## src/rtl/nn_weights_loader_pkg.sv

```systemverilog
// Shared sizes, sync marker, layer ids, FSM states and layer
// dimension helpers for the weights loader.
package nn_weights_loader_pkg;

    localparam int DEF_BITS_PER_WORD = 32;
    localparam int DEF_INPUT_SIZE    = 2;
    localparam int DEF_HIDDEN_SIZE   = 2;
    localparam int DEF_OUTPUT_SIZE   = 1;
    localparam int DEF_BIAS_SIZE     = 1;

    localparam logic [7:0] DEF_SYNC_BYTE = 8'hA5;

    localparam logic LAYER_W1 = 1'b0;
    localparam logic LAYER_W2 = 1'b1;

    typedef enum logic [2:0] {
        ST_IDLE,
        ST_LAYER,
        ST_DATA,
        ST_CHECK,
        ST_DONE
    } state_t;

    function automatic int layer_rows(
        input logic layer,
        input int   in_sz,
        input int   hid_sz,
        input int   bias_sz
    );
        return (layer == LAYER_W2) ? hid_sz + bias_sz
                                   : in_sz + bias_sz;
    endfunction

    function automatic int layer_cols(
        input logic layer,
        input int   hid_sz,
        input int   out_sz
    );
        return (layer == LAYER_W2) ? out_sz : hid_sz;
    endfunction

endpackage

```

## src/rtl/nn_weights_loader_assembler.sv

```systemverilog
// Little-endian byte-to-word shifter with byte counter and
// running XOR checksum of the frame bytes.
module nn_weights_loader_assembler
    import nn_weights_loader_pkg::*;
#(
    parameter int BITS_PER_WORD = DEF_BITS_PER_WORD
) (
    input  logic                     i_clk,
    input  logic                     i_reset_n,
    input  logic                     i_clear,
    input  logic                     i_byte_en,
    input  logic                     i_xor_en,
    input  logic [7:0]               i_byte,
    output logic [BITS_PER_WORD-1:0] o_word,
    output logic                     o_word_valid,
    output logic [7:0]               o_xor
);

    localparam int BYTES = BITS_PER_WORD / 8;
    localparam int CW    = (BYTES > 1) ? $clog2(BYTES) : 1;

    logic [BITS_PER_WORD-9:0] r_shift;
    logic [CW-1:0]            r_count;
    logic [7:0]               r_xor;
    logic [BITS_PER_WORD-1:0] w_word;
    logic                     w_last;

    // Newest byte enters at the top so the first byte ends up as LSB.
    assign w_word       = {i_byte, r_shift};
    assign w_last       = (r_count == CW'(BYTES - 1));
    assign o_word       = w_word;
    assign o_word_valid = i_byte_en && w_last;
    assign o_xor        = r_xor;

    always_ff @(posedge i_clk or negedge i_reset_n) begin
        if (!i_reset_n) begin
            r_shift <= '0;
            r_count <= '0;
            r_xor   <= '0;
        end else if (i_clear) begin
            r_shift <= '0;
            r_count <= '0;
            r_xor   <= '0;
        end else begin
            if (i_byte_en) begin
                r_shift <= w_word[BITS_PER_WORD-1:8];
                r_count <= w_last ? '0 : r_count + 1'b1;
            end
            if (i_xor_en) begin
                r_xor <= r_xor ^ i_byte;
            end
        end
    end

endmodule

```

## src/rtl/nn_weights_loader.sv

```systemverilog
// Framed byte-stream parser that writes weight words into the
// network weight memories and reports per-layer load status.
module nn_weights_loader
    import nn_weights_loader_pkg::*;
#(
    parameter int         BITS_PER_WORD       = DEF_BITS_PER_WORD,
    parameter int         INPUT_VECTOR_SIZE   = DEF_INPUT_SIZE,
    parameter int         HIDDEN_LAYER_SIZE   = DEF_HIDDEN_SIZE,
    parameter int         OUTPUT_VECTOR_SIZE  = DEF_OUTPUT_SIZE,
    parameter int         BIAS_SIZE           = DEF_BIAS_SIZE,
    parameter int         CLOG2_MAX_WEIGHTS_N = 2,
    parameter int         CLOG2_MAX_WEIGHTS_M = 2,
    parameter logic [7:0] SYNC_BYTE           = DEF_SYNC_BYTE,
    parameter int         TIMEOUT_CYCLES      = 1024
) (
    input  logic                            i_clk,
    input  logic                            i_reset_n,
    input  logic                            i_rx_valid,
    input  logic [7:0]                      i_rx_data,
    output logic                            o_rx_ready,
    output logic                            o_weights_en,
    output logic                            o_weights_layer_address,
    output logic [CLOG2_MAX_WEIGHTS_N-1:0]  o_weights_n_address,
    output logic [CLOG2_MAX_WEIGHTS_M-1:0]  o_weights_m_address,
    output logic signed [BITS_PER_WORD-1:0] o_weights_data,
    output logic                            o_load_done,
    output logic                            o_load_error,
    output logic [1:0]                      o_weights_loaded
);

    localparam int NW = CLOG2_MAX_WEIGHTS_N;
    localparam int MW = CLOG2_MAX_WEIGHTS_M;
    localparam int TW = $clog2(TIMEOUT_CYCLES + 1);

    state_t                   r_state;
    logic                     r_rx_ready;
    logic                     r_layer;
    logic [NW-1:0]            r_n;
    logic [MW-1:0]            r_m;
    logic [TW-1:0]            r_tmo;
    logic                     r_weights_en;
    logic                     r_wl;
    logic [NW-1:0]            r_wn;
    logic [MW-1:0]            r_wm;
    logic [BITS_PER_WORD-1:0] r_wd;
    logic                     r_load_done;
    logic                     r_load_error;
    logic [1:0]               r_loaded;

    logic                     w_acc;
    logic                     w_clear;
    logic                     w_byte_en;
    logic                     w_xor_en;
    logic                     w_in_frame;
    logic                     w_timeout;
    logic [BITS_PER_WORD-1:0] w_word;
    logic                     w_word_valid;
    logic [7:0]               w_xor;
    logic [NW-1:0]            w_n_last;
    logic [MW-1:0]            w_m_last;
    logic [TW-1:0]            w_tmo_last;

    assign w_acc      = i_rx_valid && r_rx_ready;
    assign w_clear    = (r_state == ST_IDLE) && w_acc &&
                        (i_rx_data == SYNC_BYTE);
    assign w_byte_en  = (r_state == ST_DATA) && w_acc;
    assign w_xor_en   = w_acc && ((r_state == ST_LAYER) ||
                                  (r_state == ST_DATA));
    assign w_in_frame = (r_state == ST_LAYER) ||
                        (r_state == ST_DATA)  ||
                        (r_state == ST_CHECK);
    assign w_tmo_last = TW'(TIMEOUT_CYCLES - 1);
    assign w_timeout  = w_in_frame && !w_acc && (r_tmo == w_tmo_last);

    assign w_n_last = NW'(layer_rows(r_layer, INPUT_VECTOR_SIZE,
                          HIDDEN_LAYER_SIZE, BIAS_SIZE) - 1);
    assign w_m_last = MW'(layer_cols(r_layer, HIDDEN_LAYER_SIZE,
                          OUTPUT_VECTOR_SIZE) - 1);

    nn_weights_loader_assembler #(
        .BITS_PER_WORD (BITS_PER_WORD)
    ) u_asm (
        .i_clk        (i_clk),
        .i_reset_n    (i_reset_n),
        .i_clear      (w_clear),
        .i_byte_en    (w_byte_en),
        .i_xor_en     (w_xor_en),
        .i_byte       (i_rx_data),
        .o_word       (w_word),
        .o_word_valid (w_word_valid),
        .o_xor        (w_xor)
    );

    always_ff @(posedge i_clk or negedge i_reset_n) begin
        if (!i_reset_n) begin
            r_state      <= ST_IDLE;
            r_rx_ready   <= 1'b0;
            r_layer      <= 1'b0;
            r_n          <= '0;
            r_m          <= '0;
            r_tmo        <= '0;
            r_weights_en <= 1'b0;
            r_wl         <= 1'b0;
            r_wn         <= '0;
            r_wm         <= '0;
            r_wd         <= '0;
            r_load_done  <= 1'b0;
            r_load_error <= 1'b0;
            r_loaded     <= '0;
        end else begin
            r_rx_ready   <= 1'b1;
            r_weights_en <= 1'b0;
            r_load_done  <= 1'b0;
            r_load_error <= 1'b0;

            if (w_acc) begin
                r_tmo <= '0;
            end else if (w_in_frame) begin
                r_tmo <= r_tmo + 1'b1;
            end

            if (w_timeout) begin
                r_load_error <= 1'b1;
                r_state      <= ST_IDLE;
            end else begin
                unique case (r_state)
                    ST_IDLE: begin
                        if (w_clear) begin
                            r_state <= ST_LAYER;
                        end
                    end
                    ST_LAYER: begin
                        if (w_acc) begin
                            if (i_rx_data[7:1] == 7'd0) begin
                                r_layer                <= i_rx_data[0];
                                r_loaded[i_rx_data[0]] <= 1'b0;
                                r_n                    <= '0;
                                r_m                    <= '0;
                                r_state                <= ST_DATA;
                            end else begin
                                r_load_error <= 1'b1;
                                r_state      <= ST_IDLE;
                            end
                        end
                    end
                    ST_DATA: begin
                        if (w_word_valid) begin
                            r_weights_en <= 1'b1;
                            r_wl         <= r_layer;
                            r_wn         <= r_n;
                            r_wm         <= r_m;
                            r_wd         <= w_word;
                            if (r_m == w_m_last) begin
                                r_m <= '0;
                                if (r_n == w_n_last) begin
                                    r_state <= ST_CHECK;
                                end else begin
                                    r_n <= r_n + 1'b1;
                                end
                            end else begin
                                r_m <= r_m + 1'b1;
                            end
                        end
                    end
                    ST_CHECK: begin
                        if (w_acc) begin
                            if (i_rx_data == w_xor) begin
                                r_rx_ready        <= 1'b0;
                                r_load_done       <= 1'b1;
                                r_loaded[r_layer] <= 1'b1;
                                r_state           <= ST_DONE;
                            end else begin
                                r_load_error <= 1'b1;
                                r_state      <= ST_IDLE;
                            end
                        end
                    end
                    ST_DONE: begin
                        r_state <= ST_IDLE;
                    end
                    default: begin
                        r_state <= ST_IDLE;
                    end
                endcase
            end
        end
    end

    assign o_rx_ready              = r_rx_ready;
    assign o_weights_en            = r_weights_en;
    assign o_weights_layer_address = r_wl;
    assign o_weights_n_address     = r_wn;
    assign o_weights_m_address     = r_wm;
    assign o_weights_data          = r_wd;
    assign o_load_done             = r_load_done;
    assign o_load_error            = r_load_error;
    assign o_weights_loaded        = r_loaded;

endmodule

```

## config.mk

```make
export PLATFORM = sky130hd
export DESIGN_NAME = nn_weights_loader
export DESIGN_NICKNAME = d
export VERILOG_FILES = /design/src/rtl/nn_weights_loader_pkg.sv /design/src/rtl/nn_weights_loader_assembler.sv /design/src/rtl/nn_weights_loader.sv
export SDC_FILE = /design/constraint.sdc
export NUM_CORES = 1
export LEC_CHECK = 0
export ABC_AREA = 1
export BUFFER_PORTS_ARGS = -buffer_cell sky130_fd_sc_hd__buf_2
export CAP_MARGIN = 0
export CORE_ASPECT_RATIO = 0.6
export CORE_MARGIN = 3
export CORE_UTILIZATION = 35
export DETAILED_ROUTE_END_ITERATION = 8
export GPL_TIMING_DRIVEN = 0
export PLACE_DENSITY = 0.61
export REMOVE_ABC_BUFFERS = 1
export SLEW_MARGIN = 0
export SYNTH_ARGS = -nofsm -noshare
export SYNTH_HDL_FRONTEND = slang
export SYNTH_SLANG_ARGS = --single-unit
```

## constraint.sdc

```tcl
create_clock -name i_clk -period 1.5 [get_ports i_clk]
set_input_delay 0.3 -clock i_clk [delete_from_list [all_inputs] [get_ports i_clk]]
set_output_delay 0.3 -clock i_clk [all_outputs]
set_load 0.03 [all_outputs]
```

==> results.md <==
- Post-DRT Antenna Nets: 0
- CTS tree: built
- Synth area leader: dfrtp_1
- Avg Cell Area, Syn: 8.099 sq um
- Yosys top cell area share: 54.13%
- Grt total ovfl: 0
- Worst EP required: 1.74 ns
- Final #Nets: 639
- Pre-Repair DR Iteration Count: 7
- Distinct cells, synth: 28
- Endpoints failing setup: 1
- Finished Layout Cells: 795
- CTS root buf: clkbuf_16
- Antenna violations before repair: 0
- Sink Count: 96
- Max_cap viols: 0
- CP arrival: 1.76 ns
- Crit. End Element: flip-flop
- Register area share after synthesis: 54.13%
- Final worst path period share: 100.9%
- Least-Margin Pin Slew: 0.7003 ns
- Fillers: 1191
- Hold Path Class: in -> async
- Worst skew pair latency: 0.35 ns
- Cell Chain, Critical Path: nor2_4, nand2_4, clkinv_8, nand2_8, clkinv_16, nand2_8, and3_4
- Slowest cell on crit path: dfrtp_2
- Final RePlAce weighted congestion: 0.8194
- Slew margin rel.: 53.32%
- Violated checks: hold timing, setup timing
- CTS H-tree depth: 3
- Area growth from synthesis to layout: 28.56%
- FP Rows: 31
- I/O pin count: 54
- Worst path bufs/invs: 2
- Cell Area, Synth: 4438 sq um
- Count of final max-slew check failures: 0
- Vias/cell: 4.811
- VDD IR-drop max: 0.7092 mV
- DRT Wirelength: 11.86 mm
- Hold Fails Final Rpt: 11
- Die ar.: 14110 sq um
- Hold WS: -0.01719 ns
- Estimated wirelength of the detail-placed design: 6.497 mm
- CP top delay family: simple AND/OR/NAND/NOR gates
- Yosys warns: 0
- Die height: 93.23 um
- RSZ-0062 raised after global routing: yes
- Area of the multi-input gates: 1938 sq um
- Initial DRC count: 306
- Cell mode on critical path: nand2_8
- CTS buffer count: 9
- Via count: 3825
- Total power: 9.565 mW
- Crit start category: flip-flop
- First-pass GRT wire length: 18.33 mm
- Post-place setup slack: -1.572 ns
- Max incr delay on CP: 0.44 ns
- Initial Util: 36.32%
- Power density cells: 1676 nW/um^2
- Clock slew seen by the registers of the worst setup and hold paths: 0.07 ns
- Flops & latches, synth: 96
- CTS max path bufs: 2
- Synth top area cells: dfrtp_1, nand2_1, inv_1, o21ai_0, nor2_1
- Total track usage: 16.79%
- Vias in the first global route: 3571
- Register area: 2404 sq um
- Post-DR wirelength/cell: 14.91 um
- Critical path class: reg -> reg
- Worst Skew: 0.005473 ns
- Core Area: 12220 sq um
- Inst Count DP: 749
- CP Max Fanout: 10
- DRC errors left: 0
- Layout cells sized above 1: 25.24%
- # diodes: 0
- IO Port Bufs: 53
- Post-route minimum period: 1.514 ns
- Mapped Cells: 548
- Chip width: 151.4 um
- Peak Freq: 660.6 MHz
- Status: complete, but fails checks
- Setup TNS: -0.01367 ns
- Layout Utilization: 46.70%
- Largest net degree at the start of global routing: 53
- Final WS setup: -0.01367 ns
- Leakage power: 2.982 nW
## report_power, final
part | leakage (nW) | switching, mW | internal [mW] | total [mW]
clock network | 0.136 | 1.04 | 1.19 | 2.22
logic | 1.63 | 2.47 | 1.11 | 3.58
registers | 1.22 | 0.443 | 3.32 | 3.76
total | 2.98 | 3.95 | 5.62 | 9.56
## layer usage
metal  share of wire, %  wire [um]  GRT usage, %
met4                1.1        134         4.525
met2                 41       4900         23.13
met3                6.8        812         4.504
met5                  0          0             0
met1                 51       6009         25.72
## kinds of logic (layout without fill, tap and decap cells)
logic type               Yosys count  after routing  share of synthesized area, %
adder cells (fa/ha/maj)            3              3                        0.8459
buffers and inverters            100            172                         9.557
flip-flops                        96             96                         54.13
AO/OA/AOI/OAI                     84             84                         9.755
XOR/XNOR                           4              4                        0.7895
AND/OR/NAND/NOR                  261            271                         24.92
## metrics by stage
stage	hold slack, ns	instance area, sq um
after floorplan	0.004409	4322
after global placement	0.4529	4793
after detailed placement	0.3932	4823
after CTS	0.01632	5370
after global routing	0.03292	5705
final	-0.01719	5705
## worst paths after layout
path                                               startpoint                            end  slack, ns  depth (start not counted)
worst max-delay path                   r_state[0]$_DFFE_PN0P_   u_asm.r_count[0]$_DFFE_PN0P_      -0.01                          7
worst min register to register  o_weights_data[2]$_DFFE_PN0P_  o_weights_data[2]$_DFFE_PN0P_       0.48                          2
min in group i_clk                               i_rx_data[0]            r_layer$_DFFE_PN0P_       0.28                          3
worst max register to register         r_state[0]$_DFFE_PN0P_   u_asm.r_count[0]$_DFFE_PN0P_      -0.01                          7
worst min-delay path                                i_reset_n  o_weights_data[1]$_DFFE_PN0P_      -0.02                          1
max in group asynchronous                           i_reset_n         r_state[0]$_DFFE_PN0P_       0.81                          2
## synth_stat cells
master,count
nand2_1,180
dfrtp_1,96
inv_1,75
o21ai_0,50
nor2_1,33
nand3_1,24
o21ai_1,20
a21oi_1,9
buf_2,9
inv_2,7
nand2_2,6
buf_6,4
nand4_1,4
nor3_1,4
clkbuf_1,3
ha_1,3
nand3_2,3
xor2_1,3
a211oi_1,2
and3_1,2
buf_4,2
nand2_4,2
nor2_4,2
nor3_4,1
o211ai_1,1
o21ai_2,1
o22ai_1,1
xnor2_1,1
## flip-flops by register name, summed over array words and instances, names as in the netlist, 3 cells and up
name / flops
o_weights_data: 32
r_state: 3
u_asm.o_xor: 8
r_tmo: 11
u_asm.r_shift: 24
## what timing repair did
action                                  in CTS  in global routing
gates cloned                                 7                  5
gates resized for setup                     33                 54
pin swaps                                    5                  7
hold buffers                                 0                  0
endpoints found under the setup margin      82                 69
setup buffers                                6                 12
## final cells by class
type,instances,area share (%)
inverter,82,6.469
tap,165,3.618
timing repair inverter,2,0.4825
sequential,96,42.13
clock inverter,6,0.8772
multi-input combinational,362,33.97
clock buffer,10,4.189
timing repair buffer,72,8.268
## worst register-to-register path, delay by kind of cell, from the launching register on
kind,cells,cell delay (ns)
AND/OR/NAND/NOR,5,0.74
buffers and inverters,2,0.23
flip-flops,1,0.44
## cell usage in the layout (no fill, tap or decap), types with 2 or more instances in the layout
| master | netlist | final |
|---|---|---|
| nand2_1 | 180 | 168 |
| nor2_2 | 0 | 6 |
| a21oi_1 | 9 | 8 |
| xor2_1 | 3 | 3 |
| nand3_1 | 24 | 23 |
| nand2_2 | 6 | 13 |
| o21ai_1 | 20 | 24 |
| clkbuf_16 | 0 | 9 |
| inv_8 | 0 | 2 |
| nand4_1 | 4 | 4 |
| dfrtp_1 | 96 | 95 |
| nor2_1 | 33 | 25 |
| inv_2 | 7 | 3 |
| o21ai_0 | 50 | 38 |
| clkinvlp_4 | 0 | 2 |
| a211oi_1 | 2 | 2 |
| nor3_1 | 4 | 2 |
| clkinv_4 | 0 | 2 |
| buf_12 | 0 | 3 |
| nor2_4 | 2 | 4 |
| nor3_2 | 0 | 2 |
| o21ai_2 | 1 | 9 |
| buf_2 | 9 | 52 |
| inv_1 | 75 | 74 |
| buf_4 | 2 | 15 |
| nand3_2 | 3 | 3 |
| inv_6 | 0 | 2 |
| clkinv_8 | 0 | 3 |
| nand2_4 | 2 | 11 |
| nand2_8 | 0 | 6 |
Note: power is estimated with default switching activity, not from simulation.
